File: config.mk
export PLATFORM = sky130hd
export DESIGN_NAME = lsu_dmem_ctrl
export DESIGN_NICKNAME = d
export VERILOG_FILES = /design/src/rtl/lsu_pkg.sv /design/src/rtl/lsu_lane_align.sv /design/src/rtl/lsu_dmem_ctrl.sv
export SDC_FILE = /design/constraint.sdc
export NUM_CORES = 1
export LEC_CHECK = 0
export BUFFER_PORTS_ARGS = -buffer_cell sky130_fd_sc_hd__buf_2
export CAP_MARGIN = 20
export CORE_UTILIZATION = 51
export CTS_BUF_LIST = sky130_fd_sc_hd__clkbuf_4 sky130_fd_sc_hd__clkbuf_8
export CTS_CLUSTER_SIZE = 12
export DETAILED_ROUTE_END_ITERATION = 12
export GPL_ROUTABILITY_DRIVEN = 0
export HOLD_SLACK_MARGIN = 0.05
export PLACE_DENSITY = 0.89
export SYNTH_ARGS = -nofsm -noshare
export SYNTH_HDL_FRONTEND = slang
export SYNTH_SLANG_ARGS = --single-unit
File: constraint.sdc
create_clock -name clk -period 5.17 [get_ports clk]
set_input_delay 1.034 -clock clk [delete_from_list [all_inputs] [get_ports clk]]
set_output_delay 1.034 -clock clk [all_outputs]
set_load 0.03 [all_outputs]
File: src/rtl/lsu_pkg.sv
// Shared types for the load/store unit: access widths, FSM states and default sizing.
package lsu_pkg;

   typedef enum logic [2:0] {
      MW_B  = 3'b000,
      MW_H  = 3'b001,
      MW_W  = 3'b010,
      MW_BU = 3'b100,
      MW_HU = 3'b101
   } mem_width_e;

   typedef enum logic {
      IDLE,
      RMW_WR
   } lsu_state_e;

   localparam int LSU_DEPTH_WORDS_DEFAULT = 512;

endpackage

File: src/rtl/lsu_lane_align.sv
// Combinational lane steering: extracts/extends load data and merges sub-word store
// data into a full word, both keyed by funct3 and the byte offset.
module lsu_lane_align
   import lsu_pkg::*;
(
   input  logic [2:0]  funct3,
   input  logic [1:0]  byte_off,
   input  logic [31:0] word_in,
   input  logic [31:0] store_data,
   output logic [31:0] load_data,
   output logic [31:0] merged_word
);

   logic [7:0]  byte_val;
   logic [15:0] half_val;
   logic [3:0]  lane_sel;

   assign byte_val = word_in[{byte_off, 3'b000} +: 8];
   assign half_val = byte_off[1] ? word_in[31:16] : word_in[15:0];

   always_comb begin
      load_data = 32'h0;
      case (funct3)
         MW_B:    load_data = {{24{byte_val[7]}}, byte_val};
         MW_BU:   load_data = {24'h0, byte_val};
         MW_H:    load_data = {{16{half_val[15]}}, half_val};
         MW_HU:   load_data = {16'h0, half_val};
         MW_W:    load_data = word_in;
         default: load_data = 32'h0;
      endcase
   end

   always_comb begin
      lane_sel = 4'b1111;
      case (funct3)
         MW_B:    lane_sel = 4'b0001 << byte_off;
         MW_H:    lane_sel = byte_off[1] ? 4'b1100 : 4'b0011;
         default: lane_sel = 4'b1111;
      endcase
   end

   // Each byte lane takes either the replicated store byte or the original memory byte.
   genvar gi;
   generate
      for (gi = 0; gi < 4; gi++) begin : g_lane
         logic [7:0] st_byte;
         always_comb begin
            st_byte = store_data[8*gi +: 8];
            case (funct3)
               MW_B:    st_byte = store_data[7:0];
               MW_H:    st_byte = store_data[8*(gi % 2) +: 8];
               default: st_byte = store_data[8*gi +: 8];
            endcase
         end
         assign merged_word[8*gi +: 8] = lane_sel[gi] ? st_byte : word_in[8*gi +: 8];
      end
   endgenerate

endmodule

File: src/rtl/lsu_dmem_ctrl.sv
// Load/store initiator for a word-wide data memory without byte enables; sub-word
// stores become a stalled read cycle followed by a merged-word write cycle.
module lsu_dmem_ctrl
   import lsu_pkg::*;
#(
   parameter int DEPTH_WORDS = LSU_DEPTH_WORDS_DEFAULT,
   parameter int AW          = 30
) (
   input  logic          clk,
   input  logic          rst,
   input  logic          req_valid,
   input  logic          req_we,
   input  logic [2:0]    req_funct3,
   input  logic [31:0]   req_addr,
   input  logic [31:0]   req_wdata,
   output logic [31:0]   rdata,
   output logic          stall,
   output logic          fault,
   output logic [AW-1:0] dmem_addr,
   output logic [31:0]   dmem_wdata,
   output logic          dmem_we,
   output logic          dmem_re,
   input  logic [31:0]   dmem_rdata
);

   localparam int IW = $clog2(DEPTH_WORDS);

   lsu_state_e    state_reg, state_next;
   logic [IW-1:0] addr_reg, addr_next;
   logic [31:0]   merged_reg, merged_next;

   logic        illegal;
   logic        misaligned;
   logic        out_of_range;
   logic        bad_req;
   logic        sub_word;
   logic [31:0] load_data;
   logic [31:0] merged_word;

   always_comb begin
      illegal = 1'b1;
      case (req_funct3)
         MW_B, MW_H, MW_W, MW_BU, MW_HU: illegal = 1'b0;
         default:                        illegal = 1'b1;
      endcase
   end

   assign misaligned   = (((req_funct3 == MW_H) || (req_funct3 == MW_HU)) && req_addr[0])
                       || ((req_funct3 == MW_W) && (req_addr[1:0] != 2'b00));
   assign out_of_range = {2'b00, req_addr[31:2]} >= 32'(DEPTH_WORDS);
   assign bad_req      = illegal || misaligned || out_of_range;
   assign sub_word     = (req_funct3 == MW_B) || (req_funct3 == MW_H);

   lsu_lane_align u_align (
      .funct3      (req_funct3),
      .byte_off    (req_addr[1:0]),
      .word_in     (dmem_rdata),
      .store_data  (req_wdata),
      .load_data   (load_data),
      .merged_word (merged_word)
   );

   always_ff @(posedge clk) begin
      if (rst) begin
         state_reg  <= IDLE;
         addr_reg   <= '0;
         merged_reg <= '0;
      end else begin
         state_reg  <= state_next;
         addr_reg   <= addr_next;
         merged_reg <= merged_next;
      end
   end

   always_comb begin
      state_next  = state_reg;
      addr_next   = addr_reg;
      merged_next = merged_reg;
      case (state_reg)
         IDLE: begin
            if (req_valid && !bad_req && req_we && sub_word) begin
               state_next  = RMW_WR;
               addr_next   = req_addr[IW+1:2];
               merged_next = merged_word;
            end
         end
         RMW_WR:  state_next = IDLE;
         default: state_next = IDLE;
      endcase
   end

   // Reset masks every strobe, including a pending RMW write.
   always_comb begin
      rdata      = 32'h0;
      stall      = 1'b0;
      fault      = 1'b0;
      dmem_we    = 1'b0;
      dmem_re    = 1'b0;
      dmem_addr  = req_addr[AW+1:2];
      dmem_wdata = req_wdata;
      if (!rst) begin
         case (state_reg)
            IDLE: begin
               if (req_valid) begin
                  if (bad_req) begin
                     fault = 1'b1;
                  end else if (!req_we) begin
                     dmem_re = 1'b1;
                     rdata   = load_data;
                  end else if (sub_word) begin
                     dmem_re = 1'b1;
                     stall   = 1'b1;
                  end else begin
                     dmem_we = 1'b1;
                  end
               end
            end
            RMW_WR: begin
               dmem_addr  = AW'(addr_reg);
               dmem_wdata = merged_reg;
               dmem_we    = 1'b1;
            end
            default: ;
         endcase
      end
   end

endmodule

==> impl_metrics.csv, run 1 <==
group,metric,value,unit
routing,via_count,4564,
cts,cts_buffers,5,
floorplanning,die_w,88.7,um
logic_synthesis,syn_avg_cell_area,8.33,sq um
routing,routed_via_density,6.24,
logic_synthesis,synth_nets,563,
cells_and_area,antenna_cells,0,
routing,drt-pass1-iter-count,5,
critical_path,worstPathRequired,4140,ps
job,drv_cap,0,
routing,wl_per_cell,18.5,um
cts,clockBufferDepth,2,
global_routing,overflow,0,
global_routing,grt_first_pass_wirelength,20400,um
timing,layout_min_cycle_time,4330,ps
cells_and_area,fillers,620,
logic_synthesis,ys_ff_latch,42,
floorplanning,die_area,7870,sq um
timing,setup_viol,0,
cells_and_area,drive_above_1_share,47.9,%
logic_synthesis,synth-main-ff-cell,"dfxtp_1",
timing,fin_worst_skew,5.99,ps
critical_path,cp-end-kind,"primary output",
global_routing,grt_max_degree,43,
floorplanning,fp.coreArea,7250,sq um
run_status,status,"finished, final reports clean",
power_and_ir_drop,leakage,2.20,nW
critical_path,cp-start-kind,"input pin",
floorplanning,die_h,88.7,um
routing,drc,0,
timing,slew_violations,0,
timing,fin_crit_sh,83.7,%
floorplanning,row_count,31,
hold_path,hp-class,"flip-flop to flip-flop",
power_and_ir_drop,p_per_area,177,nW/um^2
global_routing,grt_use_total,33.4,%
global_routing,grt_pass1_vias,4103,
critical_path,criticalPathCategory,"input pin to primary output",
routing,ant_nets,0,
power_and_ir_drop,ir_drop,122,uV
critical_path,timing.critical_path.arrival,3290,ps
logic_synthesis,synthDistinctLibCells,47,
logic_synthesis,synth_seq_area_share,21.9,%
power_and_ir_drop,total_power,0.873,mW
cts,clk_pin_slew,80,ps
critical_path,critPathMaxFanout,30,
floorplanning,initial_core_util,52.9,%
cells_and_area,nets,734,
cts,cts-root-buf,"clkbuf_8",
timing,worstMarginPinSlew,979,ps
cells_and_area,largest_reg_flops,32,
placed_design,port-buffer-count,200,
logic_synthesis,synth_top_area_share,21.9,%
cts,post_cts_buffers,0,
cts,clock-sinks,42,
logic_synthesis,syn-cell-area,3830,sq um
placed_design,dpl.hpwl,10200,um
cells_and_area,area_delta_synth_final,28.5,%
global_routing,antenna_found_initial,0,
logic_synthesis,yosys_warnings,0,
floorplanning,io_pins,201,
logic_synthesis,async_flop_share,0,%
cts,cts_max_level,2,
timing,whs,481,ps
cells_and_area,final_common_cell,"buf_2",
logic_synthesis,synth_cells,460,
logic_synthesis,yosys.area.top_type,"dfxtp_1",
timing,setup_tns,0,ps
timing,max_slew_margin,34.3,%
logic_synthesis,synth-edff-count,0,
timing,hold_violations,0,
routing,drtIter0Drc,456,
cts,ctsResizeCount,0,
logic_synthesis,synthTopCellsByArea,"dfxtp_1 (22%), mux2_2 (16%), mux2i_1 (7.3%)",
cells_and_area,layout_common_cells,"buf_2 (200), mux2_2 (55), dfxtp_1 (42)",
placed_design,dpl_cell_area,4810,sq um
cts,cts_tree,"yes",
cts,clkLatencyLatePin,300,ps
cts,hold_buffers,0,
timing,fmax,0.231,GHz
timing,rsz0062_at_grt,"no",
cells_and_area,stdcell_area,4920,sq um
routing,wirelength,13500,um
[Yosys cell counts (3+ instances only)]
library cell,count
a211oi_1,25
a21boi_0,9
a21oi_1,39
a21oi_2,13
a22oi_1,6
a311oi_1,8
a31oi_1,8
and2_1,23
and3_1,8
buf_2,16
buf_4,4
buf_6,3
clkbuf_1,21
dfxtp_1,42
inv_1,3
mux2_2,55
mux2i_1,28
mux4_2,7
nand2_1,37
nand3_1,11
nor2_1,29
nor2b_1,4
nor3_1,3
nor4_1,4
o21ai_0,11
o22ai_1,9
o32ai_1,8
[routing by layer]
| metal | vias to the layer above | part of all wire [%] | wire, um | GRT usage [%] |
|---|---|---|---|---|
| met1 | 2097 | 39 | 5240 | 42.2 |
| met2 | 335 | 47 | 6370 | 55.5 |
| met5 | - | 0 | 0 | 0 |
| met3 | 47 | 11 | 1420 | 6.25 |
| li1 | 2085 | - | - | - |
| met4 | 0 | 3.8 | 517 | 15.0 |
[power by group]
part | total (mW) | internal (mW) | switching [mW]
combinational | 0.285 | 0.109 | 0.176
clock | 0.265 | 0.142 | 0.122
sequential | 0.323 | 0.323 | 0.00000000806
[final timing paths]
check / start / end / slack [ps] / cells after the start
max: req_funct3[0] / rdata[7] / 840 / 6
min: merged_reg[18]$_SDFFE_PP0P_ / merged_reg[18]$_SDFFE_PP0P_ / 480 / 2
max reg2reg: state_reg$_SDFF_PP0_ / merged_reg[22]$_SDFFE_PP0P_ / 3050 / 4
min reg2reg: merged_reg[18]$_SDFFE_PP0P_ / merged_reg[18]$_SDFFE_PP0P_ / 480 / 2
[critical path: stages]
cell     delay, ps
buf_2          290
o41a_1         650
nor3_4         380
nand4_4        420
nor3_1         280
buf_2          220
[area by class of cell]
cell class                      instances  area (sq um)  share of cell area [%]
Tap cell                               99           124                    2.52
Timing Repair Buffer                  208          1070                    21.8
Clock buffer                            5          68.8                    1.40
Inverter                                4          15.0                   0.305
Multi-Input combinational cell        370          2760                    56.1
Sequential cell                        42           841                    17.1
Clock inverter                          3          40.0                   0.813
[kinds of logic after synthesis]
family                 share of synthesized area [%]
buffers and inverters                           6.20
AND/OR/NAND/NOR                                 18.8
multiplexers                                    27.6
AO/OA/AOI/OAI                                   25.5
flip-flops                                      21.9
[metrics by stage]
step	setup WS (ps)	utilization (%)	std cells
floorplan	1260	-	460
detailed placement	871	66.3	722
CTS	867	67.8	730
finish	844	67.9	731
global placement	941	66.3	722
global route	690	67.9	731
(Power assumes the default switching activity.)
==> run 2: changes to the inputs <==
- CORE_UTILIZATION: 51 -> 47
- PLACE_DENSITY: 0.89 -> 0.83
- clock period: 5.17 -> 4.2 ns (I/O delays scaled with it)
==> impl_metrics.csv, run 2 (same netlist as run 1, synthesis figures left out) <==
group,metric,value,unit
timing,fmax,0.280,GHz
cells_and_area,antenna_cells,0,
routing,ant_nets,0,
routing,routed_via_density,6.06,
cts,clk_pin_slew,90,ps
cells_and_area,largest_reg_flops,32,
cells_and_area,drive_above_1_share,48.4,%
timing,hold_violations,0,
floorplanning,row_count,32,
routing,drtIter0Drc,291,
timing,fin_worst_skew,5.36,ps
placed_design,dpl_worst_slack,632,ps
critical_path,cp-end-kind,"primary output",
global_routing,overflow,0,
routing,drc,0,
cts,cts_tree,"yes",
cells_and_area,seqCellArea,841,sq um
run_status,status,"finished, final reports clean",
hold_path,hold_path_depth,2,
cells_and_area,final_common_cell,"buf_2",
cts,ctsResizeCount,0,
floorplanning,fp.coreArea,7810,sq um
floorplanning,io_pins,201,
placed_design,port-buffer-count,200,
routing,wirelength,13300,um
critical_path,crit_buf_inv,3,
timing,slew_violations,0,
power_and_ir_drop,p_per_area,228,nW/um^2
cells_and_area,layout_common_cells,"buf_2 (200), mux2_2 (55), dfxtp_1 (42)",
cells_and_area,area_delta_synth_final,30.2,%
critical_path,r2r_setup_slack,2170,ps
critical_path,path_cells,"buf_2, o41a_1, nor3_4, nand4_4, buf_4, nor3_1, buf_2",
timing,max_slew_margin,36.0,%
critical_path,slowest_delay,510,ps
global_routing,met1_usage,40.3,%
timing,layout_min_cycle_time,3570,ps
critical_path,r2r_start,"state_reg$_SDFF_PP0_",
cts,clockBufferDepth,2,
critical_path,cp-start-kind,"input pin",
floorplanning,die_h,92.3,um
critical_path,cp_slowest_cell,"o41a_1",
hold_path,whs_endpoint,"addr_reg[8]$_SDFFE_PP0P_",
hold_path,hold_start,"addr_reg[8]$_SDFFE_PP0P_",
job,drv_cap,0,
power_and_ir_drop,ir_drop,140,uV
global_routing,antenna_found_initial,0,
cts,cts_buffers,5,
timing,fin_crit_sh,85.1,%
routing,via_count,4483,
critical_path,path_delay_family,"simple AND/OR/NAND/NOR gates",
critical_path,criticalPathCategory,"input pin to primary output",
placed_design,dpl.hpwl,10300,um
critical_path,rr_worst_depth,4,
floorplanning,die_w,92.3,um
cts,clkLatencyLatePin,300,ps
cells_and_area,fillers,680,
timing,setup_viol,0,
timing,rsz0062_at_grt,"no",
global_routing,grt_max_degree,43,
critical_path,critPathMaxFanout,24,
cts,cts_max_level,2,
power_and_ir_drop,leakage,2.23,nW
timing,setup_tns,0,ps
routing,drt-pass1-iter-count,5,
routing,wl_per_cell,18.0,um
cells_and_area,multiInputGateArea,2760,sq um
floorplanning,initial_core_util,49.1,%
cells_and_area,nets,740,
critical_path,r2r-end,"merged_reg[19]$_SDFFE_PP0P_",
global_routing,use_met3,5.09,%
global_routing,grt_use_met2,50.9,%
global_routing,busiest_layer,"met2",
global_routing,grt_pass1_vias,4254,
hold_path,hp-class,"flip-flop to flip-flop",
cts,cts-root-buf,"clkbuf_8",
critical_path,crit_top_cell,"buf_2",
floorplanning,die_area,8520,sq um
critical_path,timing.critical_path.arrival,2730,ps
cts,post_cts_buffers,0,
global_routing,grt_first_pass_wirelength,21000,um
timing,worstMarginPinSlew,956,ps
cts,hold_buffers,0,
timing,setup_slack,627,ps
global_routing,grt_use_total,30.9,%
critical_path,worstPathRequired,3360,ps
cts,clock-sinks,42,
[run 2: how the worst max path moves through the flow]
stage | start | to | cells after the start
after floorplan | req_funct3[2] | rdata[7] | 6
after global placement | req_funct3[2] | rdata[7] | 7
after detailed placement | req_funct3[2] | rdata[7] | 7
after CTS | req_funct3[2] | rdata[7] | 7
after global routing | req_funct3[1] | stall | 7
final | req_addr[1] | rdata[7] | 7
[run 2: cell type report]
type	count	area share [%]
Multi-Input combinational cell	370	55.4
Sequential cell	42	16.9
Clock buffer	5	1.38
Clock inverter	3	1.38
Tap cell	102	2.56
Inverter	4	0.301
Timing Repair Buffer	214	22.2
[run 2: power breakdown]
group          switching (mW)  internal [mW]  leakage (nW)  total, mW
Sequential      0.00000000955          0.398         0.338      0.398
Combinational           0.216          0.136          1.83      0.352
Clock                   0.150          0.238        0.0683      0.389
Total                   0.366          0.772          2.23       1.14
[run 2: metal layers]
layer,routed length (um),share of wire [%]
met5,0,0
met4,442,3.3
met3,1120,8.4
met2,6360,48
met1,5380,40
[run 2: through the flow]
stage / instance area [sq um] / util [%] / cells / hold slack (ps) / power [mW]
3_3_place_gp: 4850 / 62.1 / 732 / 456 / 0.747
6_report: 4990 / 63.9 / 740 / 477 / 1.14
4_1_cts: 4990 / 63.9 / 740 / 478 / 1.14
5_1_grt: 4990 / 63.9 / 740 / 499 / 1.18
2_1_floorplan: 3830 / - / 460 / 446 / 0.623
3_5_place_dp: 4850 / 62.1 / 732 / 465 / 0.753
[run 2: worst register-to-register path, delay by kind of cell (launching register included)]
kind	cells	cell delay (ps)
AND/OR/NAND/NOR	2	1040
AO/OA/AOI/OAI	1	410
buffers and inverters	1	110
flip-flops	1	360
==> run 3: changes to the inputs <==
- BUFFER_PORTS_ARGS: -buffer_cell sky130_fd_sc_hd__buf_2 -> unset
- CORE_UTILIZATION: 47 -> 60
- DONT_BUFFER_PORTS: unset -> 1
- PLACE_DENSITY: 0.83 -> 0.76
==> impl_metrics.csv, run 3 (same netlist as run 1, synthesis figures left out) <==
group,metric,value,unit
run_status,status,"finished, final reports clean",
cts,ctsResizeCount,0,
power_and_ir_drop,leakage,1.56,nW
timing,max_slew_margin,35.2,%
floorplanning,die_w,81.9,um
floorplanning,io_pins,201,
timing,rsz0062_at_grt,"no",
routing,drt-pass1-iter-count,5,
power_and_ir_drop,ir_drop,171,uV
global_routing,grt_use_met2,57.1,%
timing,layout_min_cycle_time,3580,ps
hold_path,hp-class,"flip-flop to flip-flop",
routing,drc,0,
cells_and_area,final_common_cell,"mux2_2",
cts,cts-root-buf,"clkbuf_8",
floorplanning,die_h,81.9,um
floorplanning,initial_core_util,63.6,%
critical_path,timing.critical_path.arrival,2740,ps
global_routing,use_met3,12.4,%
global_routing,grt_first_pass_wirelength,17500,um
critical_path,cp_slowest_cell,"o41a_1",
cts,post_cts_buffers,0,
critical_path,cp-end-kind,"primary output",
cells_and_area,antenna_cells,0,
placed_design,dpl_worst_slack,643,ps
cts,clkLatencyLatePin,300,ps
timing,setup_viol,0,
critical_path,criticalPathCategory,"input pin to primary output",
global_routing,overflow,0,
global_routing,busiest_layer,"met2",
critical_path,cp-start-kind,"input pin",
job,drv_cap,0,
critical_path,worstPathRequired,3360,ps
floorplanning,row_count,28,
routing,via_count,3854,
timing,worstMarginPinSlew,966,ps
cells_and_area,multiInputGateArea,2760,sq um
cells_and_area,largest_reg_flops,32,
critical_path,rr_worst_depth,5,
routing,drtIter0Drc,311,
timing,hold_violations,0,
global_routing,met1_usage,42.2,%
cts,clockBufferDepth,2,
timing,setup_tns,0,ps
timing,setup_slack,621,ps
routing,wl_per_cell,22.2,um
cts,cts_tree,"yes",
routing,ant_nets,0,
cells_and_area,drive_above_1_share,30.3,%
global_routing,grt_max_degree,39,
cts,cts_max_level,2,
placed_design,port-buffer-count,0,
power_and_ir_drop,p_per_area,214,nW/um^2
critical_path,path_cells,"o41a_1, nor3_4, nand4_4, nor3_1, buf_4",
cts,clock-sinks,42,
cts,cts_buffers,5,
timing,fin_crit_sh,85.2,%
routing,wirelength,12200,um
cells_and_area,area_delta_synth_final,8.91,%
cells_and_area,nets,574,
floorplanning,die_area,6710,sq um
cts,clk_pin_slew,80,ps
cells_and_area,fillers,514,
global_routing,grt_pass1_vias,3385,
cells_and_area,seqCellArea,841,sq um
hold_path,hold_path_depth,2,
critical_path,critPathMaxFanout,30,
critical_path,slowest_delay,560,ps
timing,slew_violations,0,
global_routing,grt_use_total,34.8,%
placed_design,dpl.hpwl,9360,um
floorplanning,fp.coreArea,6030,sq um
global_routing,antenna_found_initial,0,
timing,fin_worst_skew,2.46,ps
routing,routed_via_density,7.05,
cells_and_area,layout_common_cells,"mux2_2 (55), buf_4 (47), dfxtp_1 (42)",
timing,fmax,0.279,GHz
cts,hold_buffers,0,
==> run 3: changes by cell type in the layout (fill, tap and decap cells not counted) <==
cell,change
bufinv_16,-2
buf_4,+33
buf_12,+1
clkinv_2,+1
clkinvlp_4,+1
buf_2,-200
==> run 3: worst max-delay path: cells and delay by family <==
family	cells	cell delay [ps]
and+or+nand+nor	3	1130
AOI/OAI and AO/OA	1	560
buffers and inverters	1	200
==> run 3: worst paths after layout <==
kind,startpoint,end,slack (ps)
setup reg to reg,state_reg$_SDFF_PP0_,merged_reg[20]$_SDFFE_PP0P_,2580
hold / removal,merged_reg[12]$_SDFFE_PP0P_,merged_reg[12]$_SDFFE_PP0P_,480
hold reg to reg,merged_reg[12]$_SDFFE_PP0P_,merged_reg[12]$_SDFFE_PP0P_,480
setup / recovery,req_funct3[0],rdata[7],620
==> run 3: layer usage <==
layer | up-vias | routed length (um)
met5 | - | 0
met3 | 35 | 1580
met2 | 254 | 5770
met4 | 0 | 303
li1 | 1759 | -
met1 | 1806 | 4510
==> run 3: layout make-up <==
class / count / share of cell area, %
Clock buffer: 5 / 1.65
Clock inverter: 3 / 0.509
Inverter: 4 / 0.360
Tap cell: 75 / 2.25
Sequential cell: 42 / 20.1
Multi-Input combinational cell: 370 / 66.2
Timing Repair Buffer: 48 / 8.93
==> run 3: through the flow <==
stage / util, % / cells / hold slack [ps] / area, sq um / power, mW
2_1_floorplan: - / 460 / 446 / 3830 / 0.623
3_3_place_gp: 67.8 / 539 / 448 / 4090 / 0.631
3_5_place_dp: 67.8 / 539 / 460 / 4090 / 0.633
4_1_cts: 69.3 / 547 / 475 / 4180 / 0.893
5_1_grt: 69.3 / 547 / 490 / 4180 / 0.927
6_report: 69.3 / 547 / 476 / 4180 / 0.892
==> run 3: power breakdown <==
group	switching (mW)	internal (mW)	total, mW
registers	0.00000000893	0.398	0.398
clock network	0.149	0.117	0.266
logic	0.144	0.0840	0.228
